[config.mk]
export PLATFORM = sky130hd
export DESIGN_NAME = aca_csu_vl_ctrl
export DESIGN_NICKNAME = d
export VERILOG_FILES = /design/src/rtl/aca_csu_vl_ctrl.sv
export SDC_FILE = /design/constraint.sdc
export NUM_CORES = 1
export LEC_CHECK = 0
export CAP_MARGIN = 20
export CORE_ASPECT_RATIO = 1.4
export CORE_MARGIN = 2
export CORE_UTILIZATION = 53
export DETAILED_ROUTE_END_ITERATION = 7
export PLACE_DENSITY = 0.81
export SLEW_MARGIN = 25
export SYNTH_ARGS = -nofsm -noshare
export SYNTH_HDL_FRONTEND = slang
export SYNTH_SLANG_ARGS = --single-unit
[constraint.sdc]
create_clock -name clk -period 3.5 [get_ports clk]
set_input_delay 0.7 -clock clk [delete_from_list [all_inputs] [get_ports clk]]
set_output_delay 0.7 -clock clk [all_outputs]
set_load 0.1 [all_outputs]
[src/rtl/aca_csu_vl_ctrl.sv]
// Variable-latency controller around a 2-bit-block ACA-CSU approximate adder.
// Results are speculative unless exact mode requests a correction cycle on mis-speculation.
module aca_csu_vl_ctrl #(
  parameter int unsigned WIDTH = 8,
  parameter int unsigned CNT_W = 16
) (
  input  logic             clk,
  input  logic             rst_n,
  input  logic             in_valid,
  output logic             in_ready,
  input  logic [WIDTH-1:0] in_a,
  input  logic [WIDTH-1:0] in_b,
  input  logic             in_mode,
  output logic             out_valid,
  input  logic             out_ready,
  output logic [WIDTH:0]   out_sum,
  output logic             out_err,
  output logic             out_corrected,
  input  logic             clr_stats,
  output logic [CNT_W-1:0] op_count,
  output logic [CNT_W-1:0] err_count
);

  localparam int unsigned N = WIDTH / 2;

  typedef enum logic [1:0] {IDLE, EVAL, CORR, DONE} state_t;

  state_t           state;
  state_t           state_nx;
  logic [WIDTH-1:0] a_q;
  logic [WIDTH-1:0] b_q;
  logic             mode_q;

  logic [WIDTH-1:0] p;
  logic [WIDTH-1:0] g;
  logic [N-1:0]     blk_g;
  logic [N-1:0]     blk_p;
  logic [N-1:0]     cin;
  logic [WIDTH:0]   approx;
  logic [WIDTH:0]   exact;
  logic             c_mid;
  logic             c_out;
  logic             err;
  logic             done_hs;

  // Speculative carries look only one block back; a propagating block
  // guesses its carry-in from the generate bit just below it.
  always_comb begin
    p      = a_q ^ b_q;
    g      = a_q & b_q;
    blk_g  = '0;
    blk_p  = '0;
    cin    = '0;
    approx = '0;
    c_mid  = 1'b0;
    c_out  = 1'b0;
    for (int unsigned j = 0; j < N; j++) begin
      blk_g[j] = g[2*j+1] | (p[2*j+1] & g[2*j]);
      blk_p[j] = p[2*j+1] & p[2*j];
    end
    cin[0] = 1'b0;
    cin[1] = blk_g[0];
    for (int unsigned k = 2; k < N; k++) begin
      cin[k] = blk_p[k-1] ? g[2*k-3] : blk_g[k-1];
    end
    for (int unsigned j = 0; j < N; j++) begin
      approx[2*j]   = p[2*j] ^ cin[j];
      c_mid         = g[2*j] | (p[2*j] & cin[j]);
      approx[2*j+1] = p[2*j+1] ^ c_mid;
      c_out         = g[2*j+1] | (p[2*j+1] & c_mid);
    end
    approx[WIDTH] = c_out;
  end

  assign exact   = {1'b0, a_q} + {1'b0, b_q};
  assign err     = (approx != exact);
  assign done_hs = (state == DONE) && out_ready;

  always_ff @(posedge clk or negedge rst_n) begin
    if (!rst_n) state <= IDLE;
    else        state <= state_nx;
  end

  always_comb begin
    state_nx = state;
    unique case (state)
      IDLE: if (in_valid) state_nx = EVAL;
      EVAL: state_nx = (!mode_q || !err) ? DONE : CORR;
      CORR: state_nx = DONE;
      DONE: if (out_ready) state_nx = IDLE;
      default: state_nx = IDLE;
    endcase
  end

  always_comb begin
    in_ready  = (state == IDLE);
    out_valid = (state == DONE);
  end

  always_ff @(posedge clk or negedge rst_n) begin
    if (!rst_n) begin
      a_q           <= '0;
      b_q           <= '0;
      mode_q        <= 1'b0;
      out_sum       <= '0;
      out_err       <= 1'b0;
      out_corrected <= 1'b0;
    end else begin
      unique case (state)
        IDLE: if (in_valid) begin
          a_q    <= in_a;
          b_q    <= in_b;
          mode_q <= in_mode;
        end
        EVAL: if (!mode_q || !err) begin
          out_sum       <= approx;
          out_err       <= err;
          out_corrected <= 1'b0;
        end
        CORR: begin
          out_sum       <= exact;
          out_err       <= 1'b1;
          out_corrected <= 1'b1;
        end
        default: ;
      endcase
    end
  end

  always_ff @(posedge clk or negedge rst_n) begin
    if (!rst_n) begin
      op_count  <= '0;
      err_count <= '0;
    end else if (clr_stats) begin
      op_count  <= '0;
      err_count <= '0;
    end else if (done_hs) begin
      if (op_count != '1)             op_count  <= op_count + 1'b1;
      if (out_err && err_count != '1) err_count <= err_count + 1'b1;
    end
  end

endmodule

==> impl_summary.md <==
Run status
The run finished with clean final reports.

Route
Summed over all layers, the routed wires come to 7.21 mm. The number of remaining DRC errors is 0. The overall via count from detail_route is 2693. The number of nets still failing antenna checks after routing is 0. The first detailed-routing pass took 4 iterations. The first routing iteration left 128 violations. Using the TritonRoute via totals, the vias-per-cell ratio works out to 5.54. The post-detailed-route wirelength per cell is 14.8 um.

Floorplan
The core region is 6570 um^2. The die area is 7400 um^2. Pin placement for this block handled 67 I/O pins. For this configuration, the core starts out at a cell density of 0.542. The overall die height is 101 um. The initialized floorplan defines 35 standard-cell rows. The width of the die is 73.3 um.

Finish
The core occupancy in the finished layout is 0.681. The number of cells in the finished layout apart from fillers is 486. Registers take 1550 um^2. The multi-input combinational cells in the finished layout cover a total of 1900 um^2.

The fraction of layout instances using a drive strength above 1 is 0.141. The cell area after layout is 4470 um^2. The filler cell count is 511.

At the end of the flow, the number of nets in the layout was 448. From synthesis to final layout, the design area changed by 25.5%. The number of diodes is 0.

CTS
The clock root buffer is sky130_fd_sc_hd__clkbuf_8. The later pin in the worst-skew pair is clocked with a latency of 0.35 ns. After clock tree synthesis, the flow added hold-fix buffers numbering 0.

In this run the number of H-tree levels came out at 3. Clock-pin slew was measured on the worst setup and hold paths at 0.07 ns. In this run, CTS created clock tree buffers numbering 9.

The clock net in this run drives a total of 62 sinks. The number of setup buffers added after CTS is 0. In this run the deepest clock path goes through 2 buffers. After clock tree synthesis, the repair step resized 0 gates. The TritonCTS clock tree is done.

Critical path
The worst setup path is launched from a register. The cell seen most often among critical-path stages is sky130_fd_sc_hd__fa_1. The startpoint identified for the worst register-to-register timing path is b_q[4].

On the worst path, the slowest cell contributes a delay of 0.48 ns. The arrival time of the worst setup path is 3.53 ns. The required time of the critical path is 3.73 ns. Walking the worst path, the cells encountered are ha_1 > o21a_1 > o22ai_1 > fa_1 > fa_1 > xor3_1 > nor4_4 > a21oi_4 > mux2_4. The register-to-register setup slack is 0.21 ns. The worst flop-to-flop path endpoint is out_sum[5]. The path type of the worst setup path is reg -> reg. On the critical path, the stage with the largest delay is an instance of sky130_fd_sc_hd__fa_1. The type of destination of the critical path is a register. The number of cell instances on the worst register-to-register path is 9. In this run the worst path has a maximum fanout of 9.

Timing
At the pin with the least slew margin, the transition time is 0.981 ns. The final max-slew violation count was 0. The total negative slack for setup checks is 0 ns. The clock arrives with 0.00780 ns of skew. Hold is met by 0.488 ns. The hold violation count in the final report was 0. In the post-route analysis, the smallest setup slack over all paths is 0.208 ns. Dividing the final minimum period by the clock period gives 0.941. For this run, the top clock speed supported by timing is 304 MHz. The clock period minus final worst setup slack is 3.29 ns. Setup repair after global routing left no endpoint under its margin.

The setup-violating endpoint count in the final report is 0. The worst slew slack as a fraction of its limit is 0.344.

Place
Summing all placed instances gives a cell area of 4260 um^2. Prior to clock tree synthesis, the placed netlist has a worst setup slack of 0.220 ns. The cell count after placement is 470. The post-DP HPWL is 5.32 mm. The count of buffers from port buffering is 66. The weighted congestion reported at the end of routability-driven placement is 0.883.

Pwr
The power per unit of standard cell area is 1120 nW/um^2. The total power is 5.00 mW. The analysis attributes to cell leakage a power of 1.98 nW. The worst-case IR drop observed on VDD is 0.000844 V.

Synth
During synthesis, Yosys emitted a total of 0 warnings. Among all flip-flop cells after synthesis, the most frequent one is sky130_fd_sc_hd__dfrtp_1. The portion of the post-synthesis area used by sequential elements is 0.435. Synthesis handed over a netlist of 336 instances. Each instance of the synthesized netlist takes up on average 10.6 um^2. Of all flip-flops after synthesis, the portion carrying an async set or reset was 1.00.

The register bit count reported by yosys is 62. Synthesis produced a netlist with a net count of 377. The number of flops mapped to enable cells by yosys is 0. The synthesized netlist occupies a cell area of 3560 um^2. In this run, distinct cell masters in the synthesized netlist total 50.

Global route
The via count of the first global-routing pass is 2701. The initial antenna violation count was 0. The total global routing overflow is 0.

The total global routing track utilization is 0.221. The first global-routing pass estimated 12.7 mm of wire. The largest net degree at the start of global routing is 63.

Flow run
Across the run, the number of max-cap violations was 0.

Hold path
The worst hold-check path type is in -> async.
==> worst max path at each step <==
stage           start             to
2_1_floorplan  a_q[4]     out_sum[0]
3_3_place_gp   a_q[4]     out_sum[0]
3_5_place_dp   b_q[4]     out_sum[5]
4_1_cts        b_q[4]     out_sum[5]
5_1_grt        b_q[4]  out_corrected
6_report       b_q[4]     out_sum[5]
==> power by group <==
part / switching (mW) / internal (mW)
Sequential: 0.156 / 0.916
Clock: 0.296 / 0.400
Combinational: 1.91 / 1.32
Total: 2.36 / 2.64
==> critical path: cells and delay by family (launching register included) <==
kind	cells	cell delay [ns]
adder cells (fa/ha/maj)	3	1.31
AO/OA/AOI/OAI	3	0.66
flip-flops	1	0.40
XOR/XNOR	1	0.40
multiplexers	1	0.34
AND/OR/NAND/NOR	1	0.07
==> logic make-up after synthesis <==
group	Yosys count	synth area share
muxes	31	0.104
DFF	62	0.435
AOI/OAI and AO/OA	46	0.0906
adders and majority gates	19	0.0772
buffers and inverters	28	0.0323
xor gates and xnor gates	37	0.103
and+or+nand+nor	113	0.157
==> synthesized netlist by cell type (2+ instances only) <==
cell / number / area, um^2
sky130_fd_sc_hd__and3_1: 7 / 43.8
sky130_fd_sc_hd__a31oi_1: 6 / 37.5
sky130_fd_sc_hd__o21a_1: 3 / 22.5
sky130_fd_sc_hd__nand2b_1: 2 / 12.5
sky130_fd_sc_hd__buf_2: 2 / 10.0
sky130_fd_sc_hd__nand2_1: 22 / 82.6
sky130_fd_sc_hd__a21oi_2: 2 / 17.5
sky130_fd_sc_hd__nor2_1: 41 / 154
sky130_fd_sc_hd__mux2_2: 7 / 78.8
sky130_fd_sc_hd__o21ai_0: 6 / 30.0
sky130_fd_sc_hd__nor2b_1: 2 / 12.5
sky130_fd_sc_hd__nor3_1: 5 / 25.0
sky130_fd_sc_hd__nor4b_1: 2 / 17.5
sky130_fd_sc_hd__or2_1: 3 / 18.8
sky130_fd_sc_hd__mux2i_1: 6 / 60.1
sky130_fd_sc_hd__a21oi_1: 13 / 65.1
sky130_fd_sc_hd__nand4_1: 6 / 37.5
sky130_fd_sc_hd__o22ai_1: 3 / 18.8
sky130_fd_sc_hd__o21ai_1: 2 / 10.0
sky130_fd_sc_hd__nand3_1: 11 / 55.1
sky130_fd_sc_hd__a211oi_1: 2 / 15.0
sky130_fd_sc_hd__nor4_1: 3 / 18.8
sky130_fd_sc_hd__ha_1: 14 / 175
sky130_fd_sc_hd__xnor2_1: 11 / 96.3
sky130_fd_sc_hd__inv_1: 19 / 71.3
sky130_fd_sc_hd__xnor2_2: 2 / 32.5
sky130_fd_sc_hd__clkbuf_1: 5 / 18.8
sky130_fd_sc_hd__xor2_1: 22 / 193
sky130_fd_sc_hd__fa_1: 5 / 100
sky130_fd_sc_hd__nor3b_1: 2 / 15.0
sky130_fd_sc_hd__mux2_4: 8 / 120
sky130_fd_sc_hd__dfrtp_1: 62 / 1550
sky130_fd_sc_hd__or3_1: 4 / 25.0
sky130_fd_sc_hd__mux2_1: 10 / 113
==> registers in the layout, indices dropped and copies added (netlist names) <==
name and count:
a_q 8, err_count 16, out_sum 9, out_corrected 1
op_count 16, b_q 8, out_err 1, state 2
mode_q 1
==> layer usage <==
metal	up-vias	global-route usage	routed length (um)
li1	1305	-	-
met1	1294	0.268	2930
met2	84	0.376	3860
met3	10	0.0570	328
met4	0	0.0741	87
met5	-	0	0
==> layout by cell type, fill, tap and decap left out, drive strengths merged, types with 3 or more instances in the layout <==
cell,synthesis,final
dfrtp,62,62
clkdlybuf4s50,0,52
nor2,41,41
mux2,25,25
nand2,22,22
xor2,22,22
inv,19,19
buf,4,17
a21oi,16,16
ha,14,14
xnor2,13,13
nand3,11,11
clkbuf,5,10
o21ai,10,10
and3,7,7
a31oi,6,6
nand4,6,6
mux2i,6,6
nor3,5,5
fa,5,5
or3,4,4
nor4,4,4
o21a,3,3
o22ai,3,3
or2,3,3
clkinv,0,3
==> final cells by class <==
cell class / count / area share
clock buffer: 10 / 0.0285
clock inverter: 6 / 0.0193
inverter: 19 / 0.0159
multi-input combinational: 246 / 0.424
sequential: 62 / 0.347
tap: 74 / 0.0207
timing repair buffer: 69 / 0.144
Power figures use the tool's default switching activity.
